$ cat src/rtl/mdr_read_ctrl_pkg.sv
// mdr_pkg: shared types and defaults for the MDR read controller.
// Latency: n/a (types and constants only). Backpressure: n/a.
// Contents: FSM state enum, default widths, timeout counter width helper.
package mdr_pkg;

  typedef enum logic [1:0] {
    IDLE = 2'd0,
    REQ  = 2'd1,
    WAIT = 2'd2,
    DONE = 2'd3
  } state_t;

  localparam int MDR_DATA_W  = 32;
  localparam int MDR_ADDR_W  = 9;
  localparam int MDR_TIMEOUT = 15;

  // Counter must be able to represent 0..TIMEOUT.
  function automatic int to_cnt_w(input int timeout);
    return $clog2(timeout + 1);
  endfunction

  localparam int MDR_TO_CNT_W = to_cnt_w(MDR_TIMEOUT);

endpackage

$ cat src/rtl/mdr_read_ctrl_if.sv
// mdr_read_ctrl_if: control-unit, CPU-bus and memory signals of the MDR read path.
// Latency: n/a (wiring only). Backpressure: memory paces reads through mem_ready.
// Modports: slave = controller side, master = control unit / memory / bench side.
interface mdr_read_ctrl_if
  import mdr_pkg::*;
#(
  parameter int DATA_W = MDR_DATA_W,
  parameter int ADDR_W = MDR_ADDR_W
);

  logic              rd_start;
  logic [ADDR_W-1:0] mar_addr;
  logic              mdr_in;
  logic [DATA_W-1:0] bus_in;
  logic [DATA_W-1:0] mem_rdata;
  logic              mem_ready;
  logic [ADDR_W-1:0] mem_addr;
  logic              mem_rd_en;
  logic [DATA_W-1:0] mdr_q;
  logic              busy;
  logic              rd_done;
  logic              rd_err;

  modport slave (
    input  rd_start, mar_addr, mdr_in, bus_in, mem_rdata, mem_ready,
    output mem_addr, mem_rd_en, mdr_q, busy, rd_done, rd_err
  );

  modport master (
    output rd_start, mar_addr, mdr_in, bus_in, mem_rdata, mem_ready,
    input  mem_addr, mem_rd_en, mdr_q, busy, rd_done, rd_err
  );

endinterface

$ cat src/rtl/mdr_read_ctrl_timeout_cnt.sv
// mdr_timeout_cnt: counts WAIT cycles and flags the last allowed one.
// Latency: expired is a combinational decode of the count during the final WAIT cycle.
// Backpressure: none; start clears, run advances. Ports: clk, clr, start, run -> expired.
module mdr_timeout_cnt
  import mdr_pkg::*;
#(
  parameter int TIMEOUT = MDR_TIMEOUT
) (
  input  logic clk,
  input  logic clr,
  input  logic start,
  input  logic run,
  output logic expired
);

  localparam int CNT_W = to_cnt_w(TIMEOUT);

  logic [CNT_W-1:0] cnt;

  always_ff @(posedge clk) begin
    if (clr) begin
      cnt <= '0;
    end else if (start) begin
      cnt <= '0;
    end else if (run) begin
      cnt <= cnt + CNT_W'(1);
    end
  end

  // cnt counts completed WAIT cycles, so TIMEOUT-1 marks the TIMEOUT-th one.
  assign expired = run && (cnt == CNT_W'(TIMEOUT - 1));

endmodule

$ cat src/rtl/mdr_read_ctrl.sv
// mdr_read_ctrl: Mini SRC memory-read controller with its own MDR (bus loads when idle).
// Latency: rd_start to rd_done >= 3 cycles; bus load visible next cycle; all outputs registered.
// Backpressure: waits on mem_ready; requests while busy are dropped. Optional macro MEM_TIMEOUT_EN.
// Ports: clk, clr (sync active-high), bus (mdr_read_ctrl_if.slave).
module mdr_read_ctrl
  import mdr_pkg::*;
#(
  parameter int DATA_W = MDR_DATA_W,
  parameter int ADDR_W = MDR_ADDR_W
`ifdef MEM_TIMEOUT_EN
  ,
  parameter int TIMEOUT = MDR_TIMEOUT
`endif
) (
  input  logic clk,
  input  logic clr,
  mdr_read_ctrl_if.slave bus
);

  state_t            state_q, state_d;
  logic [ADDR_W-1:0] addr_q, addr_d;
  logic [DATA_W-1:0] mdr_r, mdr_d;
  logic              rd_en_r;
  logic              done_r;
  logic              busy_r;

`ifdef MEM_TIMEOUT_EN
  logic timeout_hit;
  logic err_d;
  logic err_r;

  // Counter is cleared during REQ so it reads 0 on the first WAIT cycle.
  mdr_timeout_cnt #(
    .TIMEOUT (TIMEOUT)
  ) u_timeout_cnt (
    .clk     (clk),
    .clr     (clr),
    .start   (state_q == REQ),
    .run     (state_q == WAIT),
    .expired (timeout_hit)
  );
`endif

  always_comb begin
    state_d = state_q;
    addr_d  = addr_q;
    mdr_d   = mdr_r;
`ifdef MEM_TIMEOUT_EN
    err_d   = 1'b0;
`endif
    case (state_q)
      IDLE: begin
        // A read request takes priority over a bus load in the same cycle.
        if (bus.rd_start) begin
          addr_d  = bus.mar_addr;
          state_d = REQ;
        end else if (bus.mdr_in) begin
          mdr_d = bus.bus_in;
        end
      end
      REQ: begin
        state_d = WAIT;
      end
      WAIT: begin
        // A response arriving on the expiry cycle still counts as success.
        if (bus.mem_ready) begin
          mdr_d   = bus.mem_rdata;
          state_d = DONE;
        end
`ifdef MEM_TIMEOUT_EN
        else if (timeout_hit) begin
          err_d   = 1'b1;
          state_d = DONE;
        end
`endif
      end
      DONE: begin
        state_d = IDLE;
      end
      default: begin
        state_d = IDLE;
      end
    endcase
  end

  // Strobes are registered from the next state so they line up with the state they describe.
  always_ff @(posedge clk) begin
    if (clr) begin
      state_q <= IDLE;
      addr_q  <= '0;
      mdr_r   <= '0;
      rd_en_r <= 1'b0;
      done_r  <= 1'b0;
      busy_r  <= 1'b0;
    end else begin
      state_q <= state_d;
      addr_q  <= addr_d;
      mdr_r   <= mdr_d;
      rd_en_r <= (state_d == REQ);
      done_r  <= (state_d == DONE);
      busy_r  <= (state_d != IDLE);
    end
  end

`ifdef MEM_TIMEOUT_EN
  always_ff @(posedge clk) begin
    if (clr) begin
      err_r <= 1'b0;
    end else begin
      err_r <= err_d;
    end
  end
  assign bus.rd_err = err_r;
`else
  assign bus.rd_err = 1'b0;
`endif

  assign bus.mem_addr  = addr_q;
  assign bus.mem_rd_en = rd_en_r;
  assign bus.mdr_q     = mdr_r;
  assign bus.busy      = busy_r;
  assign bus.rd_done   = done_r;

endmodule

$ cat src/flat_wrapper.sv
// flat-port wrapper written by rule: the top's interface ports become plain ports
module mdr_read_ctrl_flat import mdr_pkg::*;
#(
  parameter int DATA_W = MDR_DATA_W,
  parameter int ADDR_W = MDR_ADDR_W

)
  (clk, clr, bus_rd_start, bus_mar_addr, bus_mdr_in, bus_bus_in, bus_mem_rdata, bus_mem_ready, bus_mem_addr, bus_mem_rd_en, bus_mdr_q, bus_busy, bus_rd_done, bus_rd_err);
  mdr_read_ctrl_if #(.DATA_W(DATA_W), .ADDR_W(ADDR_W)) bus_i ();
  input  logic clk;
  input  logic clr;
  input wire logic [$bits(bus_i.rd_start)-1:0] bus_rd_start;
  input wire logic [$bits(bus_i.mar_addr)-1:0] bus_mar_addr;
  input wire logic [$bits(bus_i.mdr_in)-1:0] bus_mdr_in;
  input wire logic [$bits(bus_i.bus_in)-1:0] bus_bus_in;
  input wire logic [$bits(bus_i.mem_rdata)-1:0] bus_mem_rdata;
  input wire logic [$bits(bus_i.mem_ready)-1:0] bus_mem_ready;
  output wire logic [$bits(bus_i.mem_addr)-1:0] bus_mem_addr;
  output wire logic [$bits(bus_i.mem_rd_en)-1:0] bus_mem_rd_en;
  output wire logic [$bits(bus_i.mdr_q)-1:0] bus_mdr_q;
  output wire logic [$bits(bus_i.busy)-1:0] bus_busy;
  output wire logic [$bits(bus_i.rd_done)-1:0] bus_rd_done;
  output wire logic [$bits(bus_i.rd_err)-1:0] bus_rd_err;
  assign bus_i.rd_start = bus_rd_start;
  assign bus_i.mar_addr = bus_mar_addr;
  assign bus_i.mdr_in = bus_mdr_in;
  assign bus_i.bus_in = bus_bus_in;
  assign bus_i.mem_rdata = bus_mem_rdata;
  assign bus_i.mem_ready = bus_mem_ready;
  assign bus_mem_addr = bus_i.mem_addr;
  assign bus_mem_rd_en = bus_i.mem_rd_en;
  assign bus_mdr_q = bus_i.mdr_q;
  assign bus_busy = bus_i.busy;
  assign bus_rd_done = bus_i.rd_done;
  assign bus_rd_err = bus_i.rd_err;
  mdr_read_ctrl #(.DATA_W(DATA_W), .ADDR_W(ADDR_W)) u_core (.clk(clk), .clr(clr), .bus(bus_i));
endmodule
$ cat config.mk
export PLATFORM = sky130hd
export DESIGN_NAME = mdr_read_ctrl_flat
export DESIGN_NICKNAME = d
export VERILOG_FILES = /design/src/rtl/mdr_read_ctrl_pkg.sv /design/src/rtl/mdr_read_ctrl_if.sv /design/src/rtl/mdr_read_ctrl_timeout_cnt.sv /design/src/rtl/mdr_read_ctrl.sv /design/src/flat_wrapper.sv
export SDC_FILE = /design/constraint.sdc
export NUM_CORES = 1
export LEC_CHECK = 0
export CAP_MARGIN = 40
export CORE_UTILIZATION = 39
export CTS_CLUSTER_DIAMETER = 200
export DETAILED_ROUTE_END_ITERATION = 7
export PLACE_DENSITY = 0.93
export SKIP_LAST_GASP = 1
export SYNTH_ARGS = -nofsm -noshare
export SYNTH_HDL_FRONTEND = slang
export SYNTH_SLANG_ARGS = --single-unit
$ cat constraint.sdc
create_clock -name clk -period 1.95 [get_ports clk]
set_clock_uncertainty 0.1 [all_clocks]
set_input_delay 0.2925 -clock clk [delete_from_list [all_inputs] [get_ports clk]]
set_output_delay 0.2925 -clock clk [all_outputs]
set_load 0.05 [all_outputs]
## After elaboration in Yosys (flattened, before gate mapping)

Index checks and enable logic that the tools add are counted.

| word-level totals | value |
|---|---|
| bits in registers | 46 |
| input port bits | 78 |
| output and inout port bits | 45 |
| logic and storage cells | 26 |

| operators by class | value |
|---|---|
| equal/unequal tests | 8 |
| multiplexer cells | 7 |
| reduce and logical (&&, ||, !) cells | 5 |

Operators by type and width:

| kind | count |
|---|---|
| 2-to-1 mux 32 bit | 3 |
| one-hot mux 32 bit (2 select lines) | 1 |
| one-hot mux 2 bit (4 select lines) | 1 |
| equality test 2 bit (second input constant) | 3 |
| != test 2 bit (second input constant) | 3 |
| equality test 2 x 1 -> 1 bit (second input constant) | 2 |
| 2-to-1 mux 2 bit | 2 |
| AND reduction 4 bit | 1 |
| nonzero test 2 bit | 2 |
| zero test 2 bit | 1 |
| AND reduction 2 bit | 1 |

## Longest topological paths before layout

Gate-level depths: netlist (run 1).

| logic depth | value |
|---|---|
| depth in word-level cells | 3 |
| depth in mapped cells | 8 |
| mapped depth without buffers | 5 |

## Worst setup path after synthesis (run 1)

OpenSTA, ideal clock, no wires.

| timing | value |
|---|---|
| path type | reg-to-reg |
| from | reg u_core.state_q[0] |
| to | reg u_core.mdr_r[0] (netlist: u_core.bus.mdr_q[0]) |
| library setup time | 0.120 ns |
| arrival time | 1.332 ns |
| data required time | 1.730 ns |
| setup slack | 0.399 ns |
| stages on the path, launching flop included | 9 |
| path buffers | 3 |
| period minus slack after synthesis | 1.551 ns |
| cell sequence | dfxtp_1 > inv_1 > ha_1 > buf_4 > mux2i_1 > a21o_1 > buf_6 > buf_6 > mux2i_1 |

| between the ends | value |
|---|---|
| word-level cells in the longest chain between the ends | 3 |
| elaborated cells on any way between the ends | 8 |
| classes of those cells | eq/ne (4); mux (1); reduce/logical (3) |

Ends and longest elaborated chain:

| what | line | text |
|---|---|---|
| start, declared | mdr_read_ctrl.sv:20 | `state_t state_q, state_d;` |
| start signal, assigned | mdr_read_ctrl.sv:96 | `state_q <= state_d;` |
| equality test 2 bit or zero test 2 bit (tied branches) | mdr_read_ctrl.sv:51 | `case (state_q)` |
| != test 2 bit (no line) or nonzero test 2 bit (tied branches) | - |  |
| AND reduction 4 bit (no line) | - |  |
| end signal, assigned | mdr_read_ctrl.sv:98 | `mdr_r <= mdr_d;` |
| end, declared | mdr_read_ctrl.sv:22 | `logic [DATA_W-1:0] mdr_r, mdr_d;` |

Several ways; a longest one is shown, not always the timed one.
A chain may end at the register's enable or synchronous reset.

## Worst setup path after layout (run 1)

| timing | value |
|---|---|
| from | reg u_core.addr_q[0] (netlist: u_core.bus.mem_addr[0]) |
| to | out bus_mem_addr[0] |

RTL lines:

| what | line | text |
|---|---|---|
| start, declared | mdr_read_ctrl.sv:21 | `logic [ADDR_W-1:0] addr_q, addr_d;` |
| start signal, assigned | mdr_read_ctrl.sv:97 | `addr_q <= addr_d;` |
| end, declared | flat_wrapper.sv:18 | `output wire logic [$bits(bus_i.mem_addr)-1:0] bus_mem_addr;` |

No word-level cell between the ends.

==> run summary, run 1 <==
Final layout
* sky130_fd_sc_hd__clkdlybuf4s50_1 — most frequent standard cell in the layout excluding fill and tap cells
* 0.6532 — final core area utilization
* 0.1433 — proportion of layout cells with a drive suffix above 1
* 437 — number of nets in the finished design
* 488 — number of filler cells placed in the layout
* sky130_fd_sc_hd__clkdlybuf4s50_1 (120), sky130_fd_sc_hd__nand2_1 (74), sky130_fd_sc_hd__dfxtp_1 (46) — commonest non-fill, non-tap cells in the layout
* 920.9 um^2 — FF+latch area
* 62.24% — synth-to-layout area growth
* 428 — non-filler instance count after layout
* 0.001151 mm^2 — combined area of the multi-input logic cells
* 0 — diodes inserted

Floorplan
* 0.005954 mm^2 — Total Die Area
* 27 — number of placement rows
* 0.005473 mm^2 — placeable core region
* 77.17 um — die span in y
* 77.17 um — Horiz. Die Dim
* 123 — number of placed I/O pins
* 0.4026 — effective utilization at floorplan

Clock tree
* 0 — post-CTS setup buffer count
* 0 — number of buffers inserted for hold repair after clock tree synthesis
* 46 — CTS sink cnt
* 5 — Num CTS Buffers
* sky130_fd_sc_hd__clkbuf_8 — cell at the root of the clock tree
* built — CTS tree
* 0.29 ns — worst-skew pair later-pin latency
* 0 — quantity of gates resized following cts
* 0.09 ns — clock edge transition at the registers on the reported setup and hold paths
* 2 — htree depth
* 2 — worst-case clock buffer depth

Critical path
* u_core.state_q[0] — startpoint of the lowest-slack register-to-register path
* 0.83 ns — stage delay of the slowest cell on the critical path
* bus_mem_addr[0] — capture point of the critical path
* 1 — buffers and inverters on the worst path
* 6 — number of cells on the worst reg-to-reg path
* u_core.bus.mem_addr[0] — Critical path origin
* output pin — Worst Setup End Kind
* 0.22 ns — register-to-register path setup slack
* 1.46 ns — arrival time at the worst endpoint
* register — Worst Setup Start Kind
* clkdlybuf4s50_1 — chain of cells forming the critical path
* buffers and inverters — dominant delay contributor by cell family on the critical path
* register to output pin — startpoint-to-endpoint class of the critical path
* 1 — logic depth of the worst setup path including buffers
* u_core.bus.mdr_q[22] — worst reg2reg endpoint
* 2 — top fanout value on the critical path
* 1.56 ns — Worst Path Required
* sky130_fd_sc_hd__clkdlybuf4s50_1 — Crit-path slowest cell

Synth
* 9.219 um^2 — Avg Cell Area, Syn
* 239 — Cells after Synth
* 0.4179 — area fraction of the dominant cell type after synthesis
* 0.002203 mm^2 — Cell Area, Synth
* sky130_fd_sc_hd__dfxtp_1 (42%), sky130_fd_sc_hd__mux2_2 (17%), sky130_fd_sc_hd__mux2i_1 (15%) — cell types occupying the most area after synthesis
* sky130_fd_sc_hd__dfxtp_1 — biggest area consumer among synthesized cells
* 320 — net count of the mapped netlist
* 18 — number of distinct library cell variants in the gate-level netlist after synthesis
* 0 — Ys Warns
* 0.4179 — post-synthesis sequential area ratio
* 46 — register bit total from synthesis

Placed design
* 0.7107 — routability-driven placement congestion ratio
* 421 — DP Cell Count
* 4.184 mm — estimated wirelength of the detail-placed design
* 121 — number of input and output port buffers inserted

STA
* 0.6462 — worst slew margin relative to its limit
* 0 — number of endpoints with negative hold slack in the final report
* 1.857 ns — final period demand of the worst path
* 0.9525 — ratio of final minimum period to clock period
* no — RSZ-0062 raised after global routing
* 0.5291 ns — transition time of the tightest slew-check pin
* 0 — number of setup violations in the final report
* 0.5384 GHz — top achievable clock speed
* 0 ns — final total negative setup slack
* 0 — Slew Limit Fails

Detailed routing
* 2043 — DR vias
* 0 — number of remaining DRC errors
* 0 — antenna viol nets, final
* 49 — Detailed Route Iter0 Violations
* 4.773 — drt via density
* 13.03 um — wire length per cell after detailed routing
* 5.578 mm — sum of routed wire length over all layers
* 4 — 1st-pass router iterations

Power and ir drop
* 1690 mW/mm^2 — power density of the placed cells
* 6.041 mW — total power
* 0.001108 V — IR drop worst, VDD
* 1.488 nW — reported leakage power

Run
* 0 — count of maximum capacitance violations

Global routing
* 2045 — number of global-route vias before repair
* 0 — global-route congestion overflow total
* 0.1962 — total global-route track usage
* 0 — initial antenna violation count
* 37 — pin count of the biggest net entering global routing
* 9.356 mm — wire length of the first global-routing pass

Worst hold path
* 2 — instance count along the most critical hold path
* register to register — Min-Delay Path Class

Status
* complete, no violations — outcome

[report_power, final]
| group | switching (mW) | internal, mW |
|---|---|---|
| Combinational | 2.28 | 1.53 |
| Clock | 0.298 | 0.410 |
| Sequential | 0.186 | 1.34 |
| Total | 2.77 | 3.27 |
[synthesized netlist by cell type]
cell type / number
sky130_fd_sc_hd__mux2i_1: 33
sky130_fd_sc_hd__a21oi_1: 9
sky130_fd_sc_hd__nand2b_1: 1
sky130_fd_sc_hd__buf_4: 2
sky130_fd_sc_hd__nor2_1: 3
sky130_fd_sc_hd__clkbuf_1: 9
sky130_fd_sc_hd__buf_6: 4
sky130_fd_sc_hd__o21ai_0: 1
sky130_fd_sc_hd__a21o_1: 1
sky130_fd_sc_hd__nand3_1: 9
sky130_fd_sc_hd__inv_1: 5
sky130_fd_sc_hd__mux2_2: 33
sky130_fd_sc_hd__buf_2: 4
sky130_fd_sc_hd__dfxtp_1: 46
sky130_fd_sc_hd__conb_1: 1
sky130_fd_sc_hd__o221ai_1: 1
sky130_fd_sc_hd__nand2_1: 74
sky130_fd_sc_hd__ha_1: 3
[registers in the layout, summed over array words and instances (netlist names)]
register              flops
u_core.state_q            2
u_core.bus.busy           1
u_core.bus.rd_done        1
u_core.bus.mem_rd_en      1
u_core.bus.mdr_q         32
u_core.bus.mem_addr       9
[worst min path at each step]
| stage | startpoint | to | slack, ns |
|---|---|---|---|
| detailed placement | u_core.bus.mem_addr[7] | u_core.bus.mem_addr[7] | 0.35 |
| CTS | u_core.bus.mem_addr[3] | u_core.bus.mem_addr[3] | 0.36 |
| floorplan | clr | u_core.bus.busy | 0.29 |
| global route | u_core.bus.mdr_q[0] | u_core.bus.mdr_q[0] | 0.38 |
| finish | u_core.bus.mdr_q[17] | u_core.bus.mdr_q[17] | 0.36 |
| global placement | u_core.bus.mem_addr[7] | u_core.bus.mem_addr[7] | 0.34 |
[metal layers]
metal	wire, um	GRT usage	vias to the layer above
li1	-	-	1022
met3	398	0.05833	9
met2	2852	0.3558	75
met1	2228	0.2167	937
met5	0	0	-
met4	99	0.06226	0
[layout make-up]
cell class              instances  share of cell area
clock buffers                   6             0.02310
clock inverters                 1            0.008400
inverters                       5            0.005250
multi-input cells             169              0.3220
flip-flops and latches         46              0.2576
well taps                      72             0.02520
repair buffers                129              0.3584
[worst min-delay path: stages, from the launching register on]
cell and delay [ns]:
sky130_fd_sc_hd__dfxtp_1 0.31, sky130_fd_sc_hd__nand2_1 0.05, sky130_fd_sc_hd__mux2i_1 0.05
[kinds of logic (layout without fill, tap and decap cells)]
kind of cell | count (synthesis) | count (layout) | synth area share
simple gates | 87 | 87 | 0.1545
flops | 46 | 46 | 0.4179
buf+inv | 24 | 141 | 0.06019
mux | 66 | 66 | 0.3186
other cells | 1 | 1 | 0.001702
fa+ha+maj | 3 | 3 | 0.01704
compound gates | 12 | 12 | 0.03009
[per-stage QoR]
step | setup slack [ns] | area (um^2) | hold slack [ns]
CTS | 0.08133 | 3575 | 0.3617
finish | 0.09258 | 3575 | 0.3592
floorplan | 0.3987 | 2203 | 0.2929
global placement | 0.2585 | 3462 | 0.3423
detailed placement | 0.1884 | 3462 | 0.3492
global route | 0.04598 | 3575 | 0.3778
Power figures use the tool's default switching activity.
==> run 2, diff against run 1 <==
REMOVE_ABC_BUFFERS = 1   (was unset)
==> run 2 against run 1 <==
Compared with the run above: sequential share of layout area increased by 0.063 points; worst hold slack worse by 0.0011 ns; first-iteration DRC count grew 6.1%; via count fell by 0.98%; critical path type unchanged.
==> run summary, run 2 (synthesis gave the netlist of run 1 again) <==
Clock tree
* 0 — post-CTS setup buffer count, unchanged
* 46 — CTS sink cnt, unchanged
* 2 — worst-case clock buffer depth, unchanged
* 0 — quantity of gates resized following cts, unchanged
* 0.30 ns — worst-skew pair later-pin latency, was 0.29 ns
* built — CTS tree, unchanged
* sky130_fd_sc_hd__clkbuf_8 — cell at the root of the clock tree, unchanged
* 5 — Num CTS Buffers, unchanged
* 0.09 ns — clock edge transition at the registers on the reported setup and hold paths, about the same
* 0 — number of buffers inserted for hold repair after clock tree synthesis, unchanged
* 2 — htree depth, unchanged

Worst hold path
* register to register — Min-Delay Path Class, unchanged

STA
* 0.5335 ns — transition time of the tightest slew-check pin, was 0.5291 ns
* 0 — number of endpoints with negative hold slack in the final report, unchanged
* 1.862 ns — final period demand of the worst path, was 1.857 ns
* 0.5372 GHz — top achievable clock speed, was 0.5384 GHz
* 0.6432 — worst slew margin relative to its limit, was 0.6462
* no — RSZ-0062 raised after global routing, unchanged
* 0.9547 — ratio of final minimum period to clock period, was 0.9525
* 0.3581 ns — Fin Hold WS, was 0.3592 ns
* 0 — Slew Limit Fails, unchanged
* 0 — number of setup violations in the final report, unchanged

Critical path
* buffers and inverters — dominant delay contributor by cell family on the critical path, unchanged
* 2 — top fanout value on the critical path, unchanged
* 1.56 ns — Worst Path Required, about the same
* register to output pin — startpoint-to-endpoint class of the critical path, unchanged
* sky130_fd_sc_hd__clkdlybuf4s50_1 — Crit-path slowest cell, unchanged
* 1.47 ns — arrival time at the worst endpoint, was 1.46 ns
* output pin — Worst Setup End Kind, unchanged
* register — Worst Setup Start Kind, unchanged
* 0.17 ns — register-to-register path setup slack, was 0.22 ns
* 0.83 ns — stage delay of the slowest cell on the critical path, about the same
* clkdlybuf4s50_1 — chain of cells forming the critical path, unchanged
* 1 — buffers and inverters on the worst path, unchanged

Global routing
* 0.1874 — total global-route track usage, was 0.1962
* 0.1918 — grt met1 use, was 0.2167
* 8.859 mm — wire length of the first global-routing pass, was 9.356 mm
* 0.3558 — routing usage on met2, unchanged
* 0.07024 — global routing usage on met3, was 0.05833
* 0 — global-route congestion overflow total, unchanged
* 1992 — number of global-route vias before repair, was 2045
* 35 — pin count of the biggest net entering global routing, was 37
* met2 — global-route layer with the greatest usage, unchanged
* 0 — initial antenna violation count, unchanged

Floorplan
* 123 — number of placed I/O pins, unchanged
* 77.17 um — Horiz. Die Dim, unchanged
* 0.005954 mm^2 — Total Die Area, unchanged
* 0.005473 mm^2 — placeable core region, unchanged
* 0.4026 — effective utilization at floorplan, unchanged
* 77.17 um — die span in y, unchanged
* 27 — number of placement rows, unchanged

Detailed routing
* 0 — antenna viol nets, final, unchanged
* 52 — Detailed Route Iter0 Violations, was 49
* 0 — number of remaining DRC errors, unchanged
* 12.72 um — wire length per cell after detailed routing, was 13.03 um
* 4.716 — drt via density, was 4.773
* 2023 — DR vias, was 2043
* 4 — 1st-pass router iterations, unchanged
* 5.458 mm — sum of routed wire length over all layers, was 5.578 mm

Final layout
* 61.84% — synth-to-layout area growth, was 62.24%
* 32 — number of flip-flops under the largest register name, unchanged
* sky130_fd_sc_hd__clkdlybuf4s50_1 (121), sky130_fd_sc_hd__nand2_1 (74), sky130_fd_sc_hd__dfxtp_1 (46) — commonest non-fill, non-tap cells in the layout, was sky130_fd_sc_hd__clkdlybuf4s50_1 (120), sky130_fd_sc_hd__nand2_1 (74), sky130_fd_sc_hd__dfxtp_1 (46)
* 0 — diodes inserted, unchanged
* 0.6516 — final core area utilization, was 0.6532
* sky130_fd_sc_hd__clkdlybuf4s50_1 — most frequent standard cell in the layout excluding fill and tap cells, unchanged
* 447 — number of filler cells placed in the layout, was 488
* 0.1429 — proportion of layout cells with a drive suffix above 1, was 0.1433
* 437 — number of nets in the finished design, unchanged

Placed design
* 0.7326 — routability-driven placement congestion ratio, was 0.7107
* 4.237 mm — estimated wirelength of the detail-placed design, was 4.184 mm
* 121 — number of input and output port buffers inserted, unchanged

Power and ir drop
* 1684 mW/mm^2 — power density of the placed cells, was 1690 mW/mm^2
* 0.0007917 V — IR drop worst, VDD, was 0.001108 V
* 1.477 nW — reported leakage power, was 1.488 nW
* 6.005 mW — total power, was 6.041 mW

Status
* complete, no violations — outcome, unchanged

Run
* 0 — count of maximum capacitance violations, unchanged

run 2: cell types whose count changed in the layout (fill, tap and decap cells not counted):
cell	previous run	this run
sky130_fd_sc_hd__clkdlybuf4s50_1	120	121
sky130_fd_sc_hd__buf_12	1	0
sky130_fd_sc_hd__clkinvlp_4	0	2
sky130_fd_sc_hd__clkbuf_8	6	5
run 2: layer usage:
layer,vias up,part of all wire
met4,0,0.0073
met2,74,0.54
li1,1018,-
met5,-,0
met3,4,0.081
met1,927,0.37
run 2: where the power goes:
| group | internal (mW) | switching, mW |
|---|---|---|
| clock | 0.381 | 0.331 |
| combinational | 1.50 | 2.26 |
| sequential | 1.34 | 0.195 |
| total | 3.22 | 2.79 |
run 2: cell type report:
class,count,area [um^2],area share
tap,72,90.09,0.02526
multi-input combinational,169,1151,0.3228
clock buffer,5,68.82,0.01930
timing repair buffer,129,1271,0.3565
sequential,46,920.9,0.2582
inverter,5,18.77,0.005263
clock inverter,3,45.04,0.01263
run 2: tightest hold or removal path: stages (launching register included):
cell                      delay, ns
sky130_fd_sc_hd__dfxtp_1       0.31
sky130_fd_sc_hd__nand2_1       0.05
sky130_fd_sc_hd__mux2i_1       0.05
run 2: worst paths after layout:
path	start	to	cells past startpoint
hold reg to reg	u_core.bus.mdr_q[5]	u_core.bus.mdr_q[5]	2
setup reg to reg	u_core.state_q[0]	u_core.bus.mdr_q[31]	6
setup / recovery	u_core.bus.mdr_q[24]	bus_mdr_q[24]	1
hold / removal	u_core.bus.mdr_q[5]	u_core.bus.mdr_q[5]	2
run 2: metrics by stage:
stage	setup WS [ns]	instances	instance area [um^2]	TNS, ns
global route	0.03487	429	3566	0
global placement	0.2390	421	3452	0
floorplan	-0.9945	220	2090	-31.83
detailed placement	0.1799	421	3452	0
CTS	0.07145	429	3566	0
finish	0.08842	429	3566	0
